[config.mk]
export PLATFORM = sky130hd
export DESIGN_NAME = instr_encoder_flat
export DESIGN_NICKNAME = d
export VERILOG_FILES = /design/src/rtl/instr_encoder_if.sv /design/src/rtl/instr_encoder.sv /design/src/flat_wrapper.sv
export SDC_FILE = /design/constraint.sdc
export NUM_CORES = 1
export LEC_CHECK = 0
export CAP_MARGIN = 20
export CORE_ASPECT_RATIO = 0.75
export CORE_MARGIN = 1.5
export CORE_UTILIZATION = 52
export CTS_CLUSTER_SIZE = 12
export DETAILED_ROUTE_END_ITERATION = 16
export GPL_TIMING_DRIVEN = 0
export PLACE_DENSITY = 0.9
export SLEW_MARGIN = 25
export SYNTH_ARGS = -nofsm -noshare
export SYNTH_HDL_FRONTEND = slang
export SYNTH_SLANG_ARGS = --single-unit
export TNS_END_PERCENT = 100
[constraint.sdc]
create_clock -name e_clk -period 5.5 [get_ports e_clk]
set_input_delay 0.825 -clock e_clk [delete_from_list [all_inputs] [get_ports e_clk]]
set_output_delay 0.825 -clock e_clk [all_outputs]
set_load 0.02 [all_outputs]
[src/rtl/instr_encoder_if.sv]
// Field-bundle input, memory-write output and status signals of the instruction encoder.
// master drives bundles and write-ready; slave is the encoder itself.
interface instr_encoder_if #(
    parameter int unsigned MEM_AWIDTH = 8
);
    logic                  e_i_valid;
    logic                  e_o_ready;
    logic [5:0]            e_i_opcode;
    logic [5:0]            e_i_funct;
    logic [4:0]            e_i_addr_rs;
    logic [4:0]            e_i_addr_rt;
    logic [4:0]            e_i_addr_rd;
    logic [15:0]           e_i_imm;
    logic                  e_i_clr;
    logic                  e_o_we;
    logic [MEM_AWIDTH-1:0] e_o_waddr;
    logic [31:0]           e_o_wdata;
    logic                  e_i_wready;
    logic                  e_o_err;
    logic [7:0]            e_o_err_cnt;
    logic                  e_o_wrap;

    modport master (
        output e_i_valid, e_i_opcode, e_i_funct, e_i_addr_rs, e_i_addr_rt, e_i_addr_rd,
               e_i_imm, e_i_clr, e_i_wready,
        input  e_o_ready, e_o_we, e_o_waddr, e_o_wdata, e_o_err, e_o_err_cnt, e_o_wrap
    );

    modport slave (
        input  e_i_valid, e_i_opcode, e_i_funct, e_i_addr_rs, e_i_addr_rt, e_i_addr_rd,
               e_i_imm, e_i_clr, e_i_wready,
        output e_o_ready, e_o_we, e_o_waddr, e_o_wdata, e_o_err, e_o_err_cnt, e_o_wrap
    );
endinterface

[src/rtl/instr_encoder.sv]
// Packs MIPS-style field bundles into 32-bit words and streams them to instruction memory
// through a two-entry buffer with an auto-incrementing write address.
module instr_encoder #(
    parameter int unsigned MEM_AWIDTH = 8,
    parameter int unsigned FIFO_DEPTH = 2
) (
    input logic            e_clk,
    input logic            e_rst,
    instr_encoder_if.slave bus
);
    localparam logic [5:0] OpRtype = 6'h00;
    localparam logic [5:0] OpLoad  = 6'h23;
    localparam logic [5:0] OpStore = 6'h2B;
    localparam logic [5:0] OpBeq   = 6'h04;
    localparam logic [5:0] OpBne   = 6'h05;
    localparam logic [5:0] OpAddi  = 6'h08;
    localparam logic [5:0] OpAddiu = 6'h09;
    localparam logic [5:0] OpSlti  = 6'h0A;
    localparam logic [5:0] OpSltiu = 6'h0B;
    localparam logic [5:0] OpAndi  = 6'h0C;
    localparam logic [5:0] OpOri   = 6'h0D;
    localparam logic [5:0] OpXori  = 6'h0E;

    localparam logic [5:0] FnAdd = 6'h20;
    localparam logic [5:0] FnSub = 6'h22;
    localparam logic [5:0] FnAnd = 6'h24;
    localparam logic [5:0] FnOr  = 6'h25;
    localparam logic [5:0] FnXor = 6'h26;

    localparam logic [1:0] CntFull = 2'(FIFO_DEPTH);

    logic [31:0]           mem_q [2];
    logic [31:0]           mem_d [2];
    logic                  wr_ptr_q, wr_ptr_d;
    logic                  rd_ptr_q, rd_ptr_d;
    logic [1:0]            count_q, count_d;
    logic                  ready_q, ready_d;
    logic [MEM_AWIDTH-1:0] waddr_q, waddr_d;
    logic                  err_q, err_d;
    logic [7:0]            err_cnt_q, err_cnt_d;
    logic                  wrap_q, wrap_d;

    logic [31:0] enc_word;
    logic        word_ok;
    logic        accept, push, pop;

    always_comb begin
        word_ok  = 1'b0;
        enc_word = {bus.e_i_opcode, bus.e_i_addr_rs, bus.e_i_addr_rt, bus.e_i_imm};
        case (bus.e_i_opcode)
            OpRtype: begin
                enc_word = {bus.e_i_opcode, bus.e_i_addr_rs, bus.e_i_addr_rt, bus.e_i_addr_rd,
                            5'b0, bus.e_i_funct};
                case (bus.e_i_funct)
                    FnAdd, FnSub, FnAnd, FnOr, FnXor: word_ok = 1'b1;
                    default:                          word_ok = 1'b0;
                endcase
            end
            OpLoad, OpStore, OpBeq, OpBne, OpAddi, OpAddiu, OpSlti, OpSltiu, OpAndi, OpOri,
            OpXori: word_ok = 1'b1;
            default: word_ok = 1'b0;
        endcase
    end

    always_comb begin
        accept = bus.e_i_valid && ready_q;
        // Unsupported bundles are still consumed, only never buffered.
        push   = accept && word_ok;
        pop    = (count_q != 2'd0) && bus.e_i_wready;

        mem_d    = mem_q;
        wr_ptr_d = wr_ptr_q ^ push;
        rd_ptr_d = rd_ptr_q ^ pop;
        if (push) begin
            mem_d[wr_ptr_q] = enc_word;
        end
        count_d = count_q + {1'b0, push} - {1'b0, pop};
        ready_d = (count_d != CntFull);

        err_d     = accept && !word_ok;
        err_cnt_d = (err_d && (err_cnt_q != 8'hFF)) ? err_cnt_q + 8'd1 : err_cnt_q;

        // Clear wins over a same-cycle increment and suppresses the wrap pulse.
        wrap_d  = pop && !bus.e_i_clr && (&waddr_q);
        waddr_d = waddr_q;
        if (bus.e_i_clr) begin
            waddr_d = '0;
        end else if (pop) begin
            waddr_d = waddr_q + 1'b1;
        end
    end

    always_ff @(posedge e_clk) begin
        if (!e_rst) begin
            mem_q[0]  <= '0;
            mem_q[1]  <= '0;
            wr_ptr_q  <= 1'b0;
            rd_ptr_q  <= 1'b0;
            count_q   <= 2'd0;
            ready_q   <= 1'b0;
            waddr_q   <= '0;
            err_q     <= 1'b0;
            err_cnt_q <= 8'd0;
            wrap_q    <= 1'b0;
        end else begin
            mem_q     <= mem_d;
            wr_ptr_q  <= wr_ptr_d;
            rd_ptr_q  <= rd_ptr_d;
            count_q   <= count_d;
            ready_q   <= ready_d;
            waddr_q   <= waddr_d;
            err_q     <= err_d;
            err_cnt_q <= err_cnt_d;
            wrap_q    <= wrap_d;
        end
    end

    assign bus.e_o_ready   = ready_q;
    assign bus.e_o_we      = (count_q != 2'd0);
    assign bus.e_o_wdata   = mem_q[rd_ptr_q];
    assign bus.e_o_waddr   = waddr_q;
    assign bus.e_o_err     = err_q;
    assign bus.e_o_err_cnt = err_cnt_q;
    assign bus.e_o_wrap    = wrap_q;
endmodule

[src/flat_wrapper.sv]
// flat-port wrapper written by rule: the top's interface ports become plain ports
module instr_encoder_flat 
#(
    parameter int unsigned MEM_AWIDTH = 8,
    parameter int unsigned FIFO_DEPTH = 2
)
  (e_clk, e_rst, bus_e_i_valid, bus_e_i_opcode, bus_e_i_funct, bus_e_i_addr_rs, bus_e_i_addr_rt, bus_e_i_addr_rd, bus_e_i_imm, bus_e_i_clr, bus_e_i_wready, bus_e_o_ready, bus_e_o_we, bus_e_o_waddr, bus_e_o_wdata, bus_e_o_err, bus_e_o_err_cnt, bus_e_o_wrap);
  instr_encoder_if #(.MEM_AWIDTH(MEM_AWIDTH)) bus_i ();
  input logic e_clk;
  input logic e_rst;
  input wire logic [$bits(bus_i.e_i_valid)-1:0] bus_e_i_valid;
  input wire logic [$bits(bus_i.e_i_opcode)-1:0] bus_e_i_opcode;
  input wire logic [$bits(bus_i.e_i_funct)-1:0] bus_e_i_funct;
  input wire logic [$bits(bus_i.e_i_addr_rs)-1:0] bus_e_i_addr_rs;
  input wire logic [$bits(bus_i.e_i_addr_rt)-1:0] bus_e_i_addr_rt;
  input wire logic [$bits(bus_i.e_i_addr_rd)-1:0] bus_e_i_addr_rd;
  input wire logic [$bits(bus_i.e_i_imm)-1:0] bus_e_i_imm;
  input wire logic [$bits(bus_i.e_i_clr)-1:0] bus_e_i_clr;
  input wire logic [$bits(bus_i.e_i_wready)-1:0] bus_e_i_wready;
  output wire logic [$bits(bus_i.e_o_ready)-1:0] bus_e_o_ready;
  output wire logic [$bits(bus_i.e_o_we)-1:0] bus_e_o_we;
  output wire logic [$bits(bus_i.e_o_waddr)-1:0] bus_e_o_waddr;
  output wire logic [$bits(bus_i.e_o_wdata)-1:0] bus_e_o_wdata;
  output wire logic [$bits(bus_i.e_o_err)-1:0] bus_e_o_err;
  output wire logic [$bits(bus_i.e_o_err_cnt)-1:0] bus_e_o_err_cnt;
  output wire logic [$bits(bus_i.e_o_wrap)-1:0] bus_e_o_wrap;
  assign bus_i.e_i_valid = bus_e_i_valid;
  assign bus_i.e_i_opcode = bus_e_i_opcode;
  assign bus_i.e_i_funct = bus_e_i_funct;
  assign bus_i.e_i_addr_rs = bus_e_i_addr_rs;
  assign bus_i.e_i_addr_rt = bus_e_i_addr_rt;
  assign bus_i.e_i_addr_rd = bus_e_i_addr_rd;
  assign bus_i.e_i_imm = bus_e_i_imm;
  assign bus_i.e_i_clr = bus_e_i_clr;
  assign bus_i.e_i_wready = bus_e_i_wready;
  assign bus_e_o_ready = bus_i.e_o_ready;
  assign bus_e_o_we = bus_i.e_o_we;
  assign bus_e_o_waddr = bus_i.e_o_waddr;
  assign bus_e_o_wdata = bus_i.e_o_wdata;
  assign bus_e_o_err = bus_i.e_o_err;
  assign bus_e_o_err_cnt = bus_i.e_o_err_cnt;
  assign bus_e_o_wrap = bus_i.e_o_wrap;
  instr_encoder #(.MEM_AWIDTH(MEM_AWIDTH), .FIFO_DEPTH(FIFO_DEPTH)) u_core (.e_clk(e_clk), .e_rst(e_rst), .bus(bus_i));
endmodule
==> metrics.md <==
| Metric | Value |
|---|---|
| Final Cycle Share | `68.8%` |
| Crit path DAT | `4.01 ns` |
| IO Pins | `100` |
| Worst min path class | `flip-flop to flip-flop` |
| Hold_buf cts | `0` |
| Final Max Slew Viols | `0` |
| ANT nets after route | `0` |
| Post-DR wirelength/cell | `16.3 um` |
| Initial Util | `55.2%` |
| Antenna Cells | `0` |
| Post-Syn Area per Cell | `9.62 sq um` |
| Final hold vios | `0` |
| Post-CTS Setup Inserts | `0` |
| Initial antenna violation count | `0` |
| Syn_nets | `455` |
| Resized Gates After CTS | `0` |
| TritonCTS clock tree | `done` |
| Root buffer cell | `clkbuf_8` |
| Max cap viols | `0` |
| Die H | `77.6 um` |
| Die width | `102 um` |
| Max VDD drop | `156 uV` |
| Via Count | `3356` |
| Peak Freq | `0.264 GHz` |
| Final worst path period need | `3.78 ns` |
| Clk_lat worst skew | `0.36 ns` |
| Layout Skew | `0.00645 ns` |
| RSZ-0062 raised after global routing | `no` |
| Post-synthesis cell area | `0.00386 sq mm` |
| Outcome | `complete, no violations` |
| EDFF count, synth | `0` |
| Setup TNS | `0 ns` |
| Worst-path maximum fanout | `10` |
| Ys Warns | `0` |
| Post-synth top cells | `dfxtp_1, nor2_1, mux2i_1` |
| HPWL after DPL | `7330 um` |
| Share of Yosys cell area claimed by the top area cell type | `45.2%` |
| Largest net degree at the start of global routing | `16` |
| DP Worst Slack | `1.35 ns` |
| Total leakage power | `1.84 nW` |
| Core ar. | `0.00699 sq mm` |
| Rows | `26` |
| Ys flop type | `dfxtp_1` |
| Startpoint types | `input port` |
| Fillers | `502` |
| Leading area contributor after synthesis | `dfxtp_1` |
| CP endpoint kind | `flip-flop` |
| Req. time, crit path | `5.73 ns` |
| First-pass DRT Iterations | `4` |
| Max Root-Sink Buffers | `2` |
| Final setup viols | `0` |
| RePlAce Congestion | `0.868` |
| Register Area | `0.00174 sq mm` |
| Most numerous cell in the Yosys netlist | `dfxtp_1` |
| First-pass GRT wire length | `16300 um` |
| WL final | `9990 um` |
| Gr usage total | `26.2%` |
| Worst-Margin Slew | `0.704 ns` |
| Power density over cell area | `281 mW/mm^2` |
| Global route overflow | `0` |
| Flop and latch count out of synthesis | `87` |
| Ys async rst share | `0%` |
| Area growth syn-to-layout | `33.5%` |
| Netlist cell types | `42` |
| Multi-input logic area | `0.00196 sq mm` |
| Nets | `565` |
| Worst-path clk slew | `0.09 ns` |
| H-tree Lvls | `3` |
| Num Clock Sinks | `87` |
| DRT iter0 DRCs | `199` |
| Share of cells above drive strength 1 | `12.0%` |
| Vias in the first global route | `3441` |
| Synth top area cells | `dfxtp_1, mux2i_1, mux2_2` |
| DIE AREA | `0.00795 sq mm` |
| Sequential area share after synthesis | `45.2%` |
| WS Path Type | `input port to flip-flop` |
| Cell count after synthesis | `401` |
| Vias/cell | `5.47` |
| Max-slew headroom | `53.1%` |
| CTS Buf Count | `9` |
| Final WS setup | `1.72 ns` |
| DRC violations left | `0` |
| Buffers on Ports | `99` |
## metal layers
| layer | global-route usage, % | wire length [um] | vias to the layer above |
|---|---|---|---|
| li1 | - | - | 1617 |
| met1 | 32.7 | 4430 | 1605 |
| met2 | 44.4 | 4830 | 118 |
| met3 | 7.30 | 584 | 16 |
| met4 | 6.99 | 145 | 0 |
| met5 | 0 | 0 | - |
## critical path: stages
cell	delay, ns
clkdlybuf4s50_1	0.53
nor4_2	0.34
nand2_2	0.18
o2bb2ai_2	0.32
buf_6	0.20
nor2b_1	0.25
ha_1	0.24
clkbuf_1	0.39
buf_2	0.40
mux2i_1	0.25
nor2_1	0.07
## registers in the layout (all words and copies together) (netlist names)
register                cells
u_core.bus.e_o_err_cnt      8
u_core.bus.e_o_waddr        8
u_core.count_q              2
u_core.bus.e_o_wrap         1
u_core.mem_q               64
u_core.wr_ptr_q             1
u_core.bus.e_o_err          1
u_core.bus.e_o_ready        1
u_core.rd_ptr_q             1
## through the flow
step	cell area (sq um)	util (%)	cells	total power, mW	hold slack, ns
global route	5150	73.6	614	1.52	0.504
CTS	5150	73.6	614	1.46	0.473
detailed placement	4970	71.1	598	1.05	0.459
finish	5150	73.6	614	1.45	0.471
floorplan	3860	-	401	0.907	0.447
global placement	4970	71.1	598	1.04	0.445
## placed cells by master (no fill, tap or decap), types with 2 or more instances in the layout
cell type,count
and2_1,2
clkdlybuf4s50_1,99
o21ai_0,3
xnor2_1,3
inv_6,2
o21ai_1,2
mux2i_1,47
xor2_1,4
or3_1,5
nand4_1,3
nor2_1,68
dfxtp_1,87
clkbuf_8,10
a21oi_1,19
mux2_2,32
nor4_1,2
nand2_1,10
o31ai_1,2
a211oi_1,22
nor3_2,2
ha_1,6
or4_1,2
clkinvlp_4,2
inv_1,7
nand3_1,14
clkinv_2,2
nand2b_1,16
clkbuf_1,20
buf_2,5
## worst paths after layout
check	to	startpoint	slack, ns	cells after the start
setup / recovery	u_core.mem_q[20]	bus_e_i_opcode[1]	1.72	11
setup reg to reg	u_core.mem_q[20]	u_core.bus.e_o_ready	3.33	7
hold / removal	u_core.bus.e_o_wrap	u_core.bus.e_o_waddr[7]	0.47	2
hold reg to reg	u_core.bus.e_o_wrap	u_core.bus.e_o_waddr[7]	0.47	2
## logic make-up after synthesis
kind of cell / share of synthesized area, %
and+or+nand+nor: 16.1
DFF: 45.2
muxes: 21.5
AOI/OAI and AO/OA: 9.60
buffers and inverters: 4.05
xor gates and xnor gates: 1.59
adders and majority gates: 1.95
## layout make-up
class,instances,share of cell area [%]
multi-input cells,277,38.0
flip-flops and latches,87,33.8
repair buffers,99,19.2
clock buffers,10,2.67
plain buffers,28,2.38
well taps,98,2.38
clock inverters,6,0.826
inverters,9,0.656
## power breakdown
group	leakage, nW	switching, mW	internal (mW)
clock	0.0891	0.234	0.178
combinational	1.05	0.190	0.171
sequential	0.703	0.0165	0.659
total	1.84	0.441	1.01
(Power assumes the default switching activity.)
